--- src/rtl/gcd_requester.sv ---
// Client-side driver for the GCD engine: accepts operand pairs, runs one engine
// operation at a time and returns the result with the operands echoed back.
module gcd_requester #(
  parameter int W       = 16,
  parameter int CNT_W   = 16,
  parameter int LAT_W   = 16,
  parameter int TIMEOUT = 0
) (
  input  logic             clk,
  input  logic             reset,
  input  logic             req_valid,
  output logic             req_ready,
  input  logic [W-1:0]     req_a,
  input  logic [W-1:0]     req_b,
  input  logic             gcd_idle,
  output logic             gcd_input_available,
  output logic [W-1:0]     gcd_operand_A,
  output logic [W-1:0]     gcd_operand_B,
  input  logic             gcd_result_rdy,
  input  logic [W-1:0]     gcd_result_data,
  output logic             gcd_result_taken,
  output logic             rsp_valid,
  input  logic             rsp_ready,
  output logic [W-1:0]     rsp_data,
  output logic [W-1:0]     rsp_a,
  output logic [W-1:0]     rsp_b,
  output logic             busy,
  output logic [CNT_W-1:0] done_count,
  output logic [LAT_W-1:0] last_latency,
  output logic             timeout_err
);

  typedef enum logic [1:0] {
    IDLE     = 2'd0,
    ISSUE    = 2'd1,
    WAIT_RES = 2'd2,
    RESP     = 2'd3
  } state_t;

  localparam logic [LAT_W-1:0] LAT_MAX = {LAT_W{1'b1}};
  localparam logic [LAT_W-1:0] LAT_ONE = LAT_W'(1);
  localparam logic [CNT_W-1:0] CNT_ONE = CNT_W'(1);
  localparam bit               WD_EN   = (TIMEOUT > 0);
  localparam logic [31:0]      WD_LAST = WD_EN ? 32'(TIMEOUT - 1) : 32'd0;

  state_t           r_state;
  logic [W-1:0]     r_op_a;
  logic [W-1:0]     r_op_b;
  logic [W-1:0]     r_rsp_data;
  logic [W-1:0]     r_rsp_a;
  logic [W-1:0]     r_rsp_b;
  logic             r_req_ready;
  logic             r_busy;
  logic             r_rsp_valid;
  logic [CNT_W-1:0] r_done_count;
  logic [LAT_W-1:0] r_lat_cnt;
  logic [LAT_W-1:0] r_last_latency;
  logic [31:0]      r_wd_cnt;
  logic             r_timeout_err;
  logic             w_issue;
  logic             w_take;

  // Engine strobes must be combinational so they coincide with the engine's own idle/rdy.
  assign w_issue = (r_state == ISSUE) && gcd_idle;
  assign w_take  = (r_state == WAIT_RES) && gcd_result_rdy;

  assign req_ready           = r_req_ready;
  assign busy                = r_busy;
  assign rsp_valid           = r_rsp_valid;
  assign rsp_data            = r_rsp_data;
  assign rsp_a               = r_rsp_a;
  assign rsp_b               = r_rsp_b;
  assign gcd_input_available = w_issue;
  assign gcd_result_taken    = w_take;
  assign gcd_operand_A       = r_op_a;
  assign gcd_operand_B       = r_op_b;
  assign done_count          = r_done_count;
  assign last_latency        = r_last_latency;
  assign timeout_err         = r_timeout_err;

  // Request/issue/collect/respond sequencer with registered status flags.
  always_ff @(posedge clk) begin
    if (!reset) begin
      r_state        <= IDLE;
      r_op_a         <= '0;
      r_op_b         <= '0;
      r_rsp_data     <= '0;
      r_rsp_a        <= '0;
      r_rsp_b        <= '0;
      r_req_ready    <= 1'b1;
      r_busy         <= 1'b0;
      r_rsp_valid    <= 1'b0;
      r_done_count   <= '0;
      r_lat_cnt      <= '0;
      r_last_latency <= '0;
      r_wd_cnt       <= 32'd0;
      r_timeout_err  <= 1'b0;
    end else begin
      case (r_state)
        IDLE: begin
          if (req_valid && r_req_ready) begin
            r_op_a      <= req_a;
            r_op_b      <= req_b;
            r_req_ready <= 1'b0;
            r_busy      <= 1'b1;
            r_state     <= ISSUE;
          end
        end
        ISSUE: begin
          if (w_issue) begin
            r_lat_cnt <= LAT_ONE;
            r_wd_cnt  <= 32'd0;
            r_state   <= WAIT_RES;
          end
        end
        WAIT_RES: begin
          if (w_take) begin
            r_rsp_data     <= gcd_result_data;
            r_rsp_a        <= r_op_a;
            r_rsp_b        <= r_op_b;
            r_last_latency <= r_lat_cnt;
            r_rsp_valid    <= 1'b1;
            r_state        <= RESP;
          end else begin
            if (r_lat_cnt != LAT_MAX) begin
              r_lat_cnt <= r_lat_cnt + LAT_ONE;
            end
            // Watchdog only flags; the operation keeps waiting for a late result.
            if (WD_EN) begin
              if (r_wd_cnt >= WD_LAST) begin
                r_timeout_err <= 1'b1;
              end
              if (r_wd_cnt < WD_LAST) begin
                r_wd_cnt <= r_wd_cnt + 32'd1;
              end
            end
          end
        end
        RESP: begin
          if (rsp_ready) begin
            r_done_count <= r_done_count + CNT_ONE;
            r_rsp_valid  <= 1'b0;
            r_req_ready  <= 1'b1;
            r_busy       <= 1'b0;
            r_state      <= IDLE;
          end
        end
        default: begin
          r_rsp_valid <= 1'b0;
          r_req_ready <= 1'b1;
          r_busy      <= 1'b0;
          r_state     <= IDLE;
        end
      endcase
    end
  end

endmodule

--- config.mk ---
export PLATFORM = sky130hd
export DESIGN_NAME = gcd_requester
export DESIGN_NICKNAME = d
export VERILOG_FILES = /design/src/rtl/gcd_requester.sv
export SDC_FILE = /design/constraint.sdc
export NUM_CORES = 1
export LEC_CHECK = 0
export ABC_CLOCK_PERIOD_IN_PS = 3000
export CORE_MARGIN = 3
export CORE_UTILIZATION = 40
export CTS_CLUSTER_DIAMETER = 30
export DETAILED_ROUTE_END_ITERATION = 8
export PLACE_DENSITY_LB_ADDON = 0.05
export SETUP_SLACK_MARGIN = 0.1
export SYNTH_ARGS = -nofsm -noshare
export SYNTH_HDL_FRONTEND = slang
export SYNTH_SLANG_ARGS = --single-unit
--- constraint.sdc ---
create_clock -name clk -period 3 [get_ports clk]
set_input_delay 0.3 -clock clk [delete_from_list [all_inputs] [get_ports clk]]
set_output_delay 0.3 -clock clk [all_outputs]
set_load 0.01 [all_outputs]
==> impl_metrics.json, run 1 <==
{
  "numPortBuffers": 170,
  "row_count": 41,
  "final-setup-viol-count": 0,
  "max_cap_violations": 0,
  "synth_cell_type_count": 45,
  "post-route-util_pct": 60.58,
  "worst_pin_slew_ns": 0.7441,
  "intPower_w": 0.003834,
  "yosysTopAreaCell": "dfxtp_1",
  "drc": 0,
  "busiest_layer": "met2",
  "outcome": "finished clean",
  "synthesis.area_mm2": 0.005401,
  "dr.pass1.iters": 4,
  "yosys_warnings": 0,
  "hold_viol_final": 0,
  "synthDominantCellAreaShare_pct": 49.29,
  "gp_congestion": 0.8982,
  "r2r_slack_ns": 0.50,
  "required_ns": 3.34,
  "setup_tns_ns": 0,
  "crit_chain": "inv_1 > ha_1 > buf_4 > nor2_1 > or3_1 > a21o_1 > or4_1 > a21oi_1",
  "slowest_delay_ns": 0.50,
  "clockBufferDepth": 2,
  "synthFlopType": "dfxtp_1",
  "avgRoutedWirePerCell_um": 14.42,
  "syn-instance-count": 650,
  "start_kind": "flop",
  "critPathKind": "reg2reg",
  "seq_power_share_pct": 37.9,
  "htreeDepth": 4,
  "synth_edf_count": 0,
  "synth_nets": 711,
  "rr_endpoint": "r_lat_cnt[15]",
  "grt.total_usage_pct": 19.80,
  "fp.dieW_um": 122.2,
  "ir_drop_mv": 0.3138,
  "cts.clk_slew.worst_paths_ns": 0.06,
  "fin_crit_sh_pct": 83.24,
  "netSwitchingFraction_pct": 28.12,
  "p_comb_share_pct": 21.8,
  "final_nets": 868,
  "ys_seq_area_share_pct": 49.29,
  "routed_wirelength_um": 14310,
  "cts_buffers": 17,
  "arrival_ns": 2.84,
  "holdPathStages": 2,
  "fin_crit_ns": 2.497,
  "initial_core_util_pct": 41.78,
  "antennaDiodeCount": 0,
  "synthArstFlopShare_pct": 0,
  "dp_worst_setup_slack_ns": 0.5189,
  "antenna_found_initial": 0,
  "layout-drive-gt1-share_pct": 5.122,
  "power_density_mw_per_mm2": 681.1,
  "drtIter0Drc": 352,
  "via_count": 4918,
  "crit_slowest_cell": "or4_1",
  "io_pins": 172,
  "r2r_start": "r_state[0]",
  "post_synth.cell_area_avg_um2": 8.310,
  "cts_resized": 0,
  "hold_end": "r_lat_cnt[0]",
  "fmax_mhz": 400.4,
  "switching_power_w": 0.001500,
  "cts_hold_buf": 0,
  "r2r_cells": 8,
  "clockPowerShare_pct": 40.3,
  "slew_violations": 0,
  "grt_start_max_net_pins": 65,
  "synth.area.top_cells": "dfxtp_1, nand2_1, a21boi_0",
  "hpwl_um": 9871,
  "end_kind": "flop",
  "via_per_inst": 4.958,
  "critical_path_peak_fanout": 16,
  "p_leak_nw": 2.724,
  "core_area_mm2": 0.01293,
  "clock-sinks": 133,
  "grt_pass1_wl_um": 23560,
  "grtUsageMet3_pct": 7.428,
  "met2_usage_pct": 31.12,
  "fin_ws_ns": 0.5028,
  "cts_root_buf": "clkbuf_16",
  "relSlewSlack_pct": 49.94,
  "clock_skew_ns": 0.009506,
  "area_growth_pct": 44.98,
  "ys_ff_latch": 133,
  "grt_setup_unrepaired": "no",
  "die_area_mm2": 0.01493,
  "grt-ovfl-total": 0,
  "clk_latency_ns": 0.42,
  "min_from": "reset",
  "grt_pass1_vias": 4722,
  "ant_nets": 0,
  "die_h_um": 122.2,
  "cts_tree": "built",
  "hold_path_class": "in2reg",
  "grt_util_met1_pct": 25.09,
  "fillers": 1161,
  "post_cts_buffers": 0
}
cell type report:
cell class	instances	area [um2]	area share (%)
sequential	133	2663	34.00
clock buffer	23	467.9	5.975
multi-input combinational	464	2526	32.26
clock inverter	9	150.1	1.917
timing repair buffer	179	1764	22.53
inverter	12	45.04	0.5752
tap	172	215.2	2.748
flip-flops by register name, summed over array words and instances (netlist names):
name,cells
last_latency,16
r_state,2
busy,1
rsp_a,16
rsp_data,16
gcd_operand_B,16
req_ready,1
r_lat_cnt,16
rsp_b,16
done_count,16
gcd_operand_A,16
rsp_valid,1
power groups by stage:
stage                     Clock (W)  Sequential [W]  Combinational, W
after floorplan                   0         0.00209          0.000615
after global routing        0.00229         0.00204           0.00130
after global placement            0         0.00205           0.00115
after detailed placement          0         0.00206           0.00118
final                       0.00215         0.00202           0.00116
after CTS                   0.00220         0.00202           0.00118
Yosys cell counts, types with 2 or more instances:
cell type and count:
a21boi_0 97, buf_2 2, nand4_1 9, nor4b_1 2, buf_1 2, o211a_1 2
nor3_1 6, nor2_1 15, ha_1 7, and3_1 3, inv_1 11, dfxtp_1 133
clkbuf_1 35, a21oi_1 12, nand3_1 15, nor4_1 4, and4_1 2, nor2b_1 4
nand2_1 214, xnor2_1 15, and2_1 19, or3_1 3, xor2_1 3, o21ai_0 14
metrics by stage:
| stage | power (W) | hold slack [ns] | std cells | cell area [um2] |
|---|---|---|---|---|
| after global placement | 0.003198 | 0.4493 | 960 | 7213 |
| after detailed placement | 0.003232 | 0.4571 | 960 | 7213 |
| after global routing | 0.005630 | 0.3983 | 992 | 7831 |
| final | 0.005334 | 0.3743 | 992 | 7831 |
| after floorplan | 0.002709 | 0.4449 | 650 | 5401 |
| after CTS | 0.005404 | 0.3644 | 992 | 7831 |
per-layer routing:
metal,part of all wire [%],vias up
li1,-,2468
met1,46,2287
met2,45,148
met3,7.9,15
met4,1.2,0
met5,0,-
worst max-delay path, delay by kind of cell (launching register included):
family                     cells  cell delay, ns
buffers and inverters          2            0.35
AOI/OAI and AO/OA              2            0.47
adders and majority gates      1            0.24
DFF                            1            0.34
and+or+nand+nor                3            1.02
cells by family after synthesis:
kind of cell | share of synthesized area [%]
other cells | 0.06943
mux | 0.1853
buf+inv | 3.938
flops | 49.29
xor+xnor | 2.919
simple gates | 24.28
fa+ha+maj | 1.621
compound gates | 17.70
placed cells by master, fill, tap and decap left out, types with 2 or more instances in the layout:
cell type,n
clkinv_2,3
clkdlybuf4s50_1,169
or3_1,3
dfxtp_1,133
nor2b_1,4
nand2_1,214
clkbuf_16,17
nand3_1,15
inv_1,11
o21ai_0,14
ha_1,7
and2_1,19
and3_1,3
nor3_1,6
nor4b_1,2
and4_1,2
nor2_1,15
nor4_1,4
a21oi_1,12
clkbuf_1,4
nand4_1,9
bufinv_16,4
a21boi_0,97
clkbuf_8,2
buf_4,9
clkinvlp_4,2
xor2_1,3
o211a_1,2
xnor2_1,15
worst max-delay path by stage:
stage	slack [ns]	start	endpoint	cells after the start
floorplan	0.85	r_state[0]	r_lat_cnt[15]	10
global placement	0.58	gcd_result_rdy	r_lat_cnt[15]	7
detailed placement	0.52	r_state[0]	r_lat_cnt[15]	8
CTS	0.48	r_state[0]	gcd_result_taken	6
global route	0.35	r_state[0]	r_lat_cnt[15]	8
finish	0.50	r_state[0]	r_lat_cnt[15]	8
No activity file was read; power rests on OpenSTA's default activity.
==> run 2, diff against run 1 <==
--- a/config.mk
+++ b/config.mk
@@ -5,7 +5,7 @@
 export SDC_FILE = /design/constraint.sdc
 export NUM_CORES = 1
 export LEC_CHECK = 0
-export ABC_CLOCK_PERIOD_IN_PS = 3000
+export ABC_CLOCK_PERIOD_IN_PS = 2200
 export CORE_MARGIN = 3
 export CORE_UTILIZATION = 40
 export CTS_CLUSTER_DIAMETER = 30
==> constraint.sdc (replaced) <==
create_clock -name clk -period 2.2 [get_ports clk]
set_input_delay 0.22 -clock clk [delete_from_list [all_inputs] [get_ports clk]]
set_output_delay 0.22 -clock clk [all_outputs]
set_load 0.01 [all_outputs]
==> impl_metrics.json, run 2 (synthesis results as in run 1) <==
{
  "power_density_mw_per_mm2": 929.3,
  "clk_latency_ns": 0.41,
  "via_count": 4994,
  "slew_violations": 0,
  "drc": 0,
  "ant_nets": 0,
  "clock_skew_ns": 0.006448,
  "grt_setup_unrepaired": "yes",
  "final_nets": 883,
  "grt_pass1_vias": 4809,
  "max_cap_violations": 0,
  "finalPower_w": 0.007505,
  "antennaDiodeCount": 0,
  "cpLargestDelayFamily": "simple AND/OR/NAND/NOR gates",
  "required_ns": 2.55,
  "multi_input_area_mm2": 0.002587,
  "numPortBuffers": 170,
  "dr.pass1.iters": 4,
  "clock-sinks": 133,
  "fp.dieW_um": 122.2,
  "fin_crit_sh_pct": 92.38,
  "antenna_found_initial": 0,
  "gp_congestion": 0.8748,
  "setup_tns_ns": 0,
  "worst_pin_slew_ns": 0.7447,
  "worst-path-stages": 8,
  "relSlewSlack_pct": 50.36,
  "grt_start_max_net_pins": 65,
  "cts_root_buf": "clkbuf_16",
  "initial_core_util_pct": 41.78,
  "row_count": 41,
  "via_per_inst": 4.959,
  "cts_buffers": 17,
  "cts_tree": "built",
  "final_common_cell": "nand2_1",
  "critPathKind": "reg2reg",
  "io_pins": 172,
  "start_kind": "flop",
  "cts_hold_buf": 0,
  "crit_chain": "inv_2 > ha_2 > nor2b_1 > or3_4 > a21o_1 > buf_4 > or3_1 > a21oi_2",
  "drtIter0Drc": 292,
  "ir_drop_mv": 0.4764,
  "outcome": "finished clean",
  "routed_wirelength_um": 15610,
  "cts.clk_slew.worst_paths_ns": 0.05,
  "layout_common_cells": "nand2_1, clkdlybuf4s50_1, dfxtp_1, a21boi_0, buf_4",
  "fillers": 1133,
  "die_area_mm2": 0.01493,
  "p_leak_nw": 2.828,
  "grt.total_usage_pct": 21.18,
  "arrival_ns": 2.38,
  "hold_viol_final": 0,
  "area_growth_pct": 49.50,
  "clockBufferDepth": 2,
  "post-route-util_pct": 62.47,
  "crit_buf_inv": 2,
  "holdPathStages": 2,
  "fin_crit_ns": 2.032,
  "end_kind": "flop",
  "crit_slowest_cell": "or3_4",
  "slowest_delay_ns": 0.39,
  "core_area_mm2": 0.01293,
  "hold_path_class": "in2reg",
  "avgRoutedWirePerCell_um": 15.50,
  "critical_path_peak_fanout": 7,
  "htreeDepth": 4,
  "layout-drive-gt1-share_pct": 8.503,
  "grt-ovfl-total": 0,
  "grt_pass1_wl_um": 24630,
  "hpwl_um": 10090,
  "die_h_um": 122.2,
  "fmax_mhz": 492.1,
  "final-setup-viol-count": 0,
  "seq_area_mm2": 0.002670,
  "r2r_cells": 8
}
run 2: cell types whose count changed in the layout (fill, tap and decap cells not counted), sizes merged:
cell | previous run | this run
bufinv | 4 | 3
buf | 10 | 23
bufbuf | 0 | 2
clkinv | 3 | 4
run 2: path summary, 6_finish.rpt:
check        slack [ns]            to       start
max                0.17  r_lat_cnt[2]  r_state[1]
min                0.32  r_lat_cnt[0]       reset
max reg2reg        0.17  r_lat_cnt[2]  r_state[1]
min reg2reg        0.46      rsp_a[7]    rsp_a[7]
run 2: through the flow:
stage	instance area (um2)	instances	setup WS, ns	hold WS, ns
3_5_place_dp	7322	971	0.04200	0.4547
2_1_floorplan	5411	650	0.1119	0.3649
6_report	8075	1007	0.1677	0.3205
5_1_grt	8075	1007	0.08142	0.3349
4_1_cts	8021	1007	0.07019	0.2971
3_3_place_gp	7322	971	0.07787	0.4492
run 2: layout make-up:
| class | count | area share [%] |
|---|---|---|
| multi-input cells | 464 | 32.04 |
| inverters | 12 | 0.5888 |
| repair buffers | 194 | 24.17 |
| well taps | 172 | 2.665 |
| clock inverters | 9 | 1.549 |
| flip-flops and latches | 133 | 33.06 |
| clock buffers | 23 | 5.919 |
run 2: report_power, final:
part	total [W]	switching, W	internal (W)
clock	0.00288	0.00102	0.00186
combinational	0.00186	0.00101	0.000850
sequential	0.00277	0.000154	0.00261
total	0.00750	0.00218	0.00533
run 2: layer usage:
layer | share of wire, % | routed length, um | track usage [%] | up-vias
met3 | 8.2 | 1274 | 7.335 | 26
li1 | - | - | - | 2490
met5 | 0 | 0 | 0 | -
met4 | 2.0 | 315 | 8.887 | 0
met2 | 46 | 7224 | 33.60 | 156
met1 | 44 | 6794 | 26.20 | 2322
run 2: worst reg2reg max path: cells and delay by family (launching register included):
kind | cells | cell delay, ns
AO/OA/AOI/OAI | 2 | 0.31
buffers and inverters | 2 | 0.22
AND/OR/NAND/NOR | 3 | 0.89
adder cells (fa/ha/maj) | 1 | 0.18
flip-flops | 1 | 0.37
run 2: repair_timing:
item / in CTS / in global routing
setup endpoints to repair: 5 / 14
gates cloned: 2 / 0
pin swaps: 0 / 1
gates resized for setup: 4 / 12
setup buffers: 2 / 0
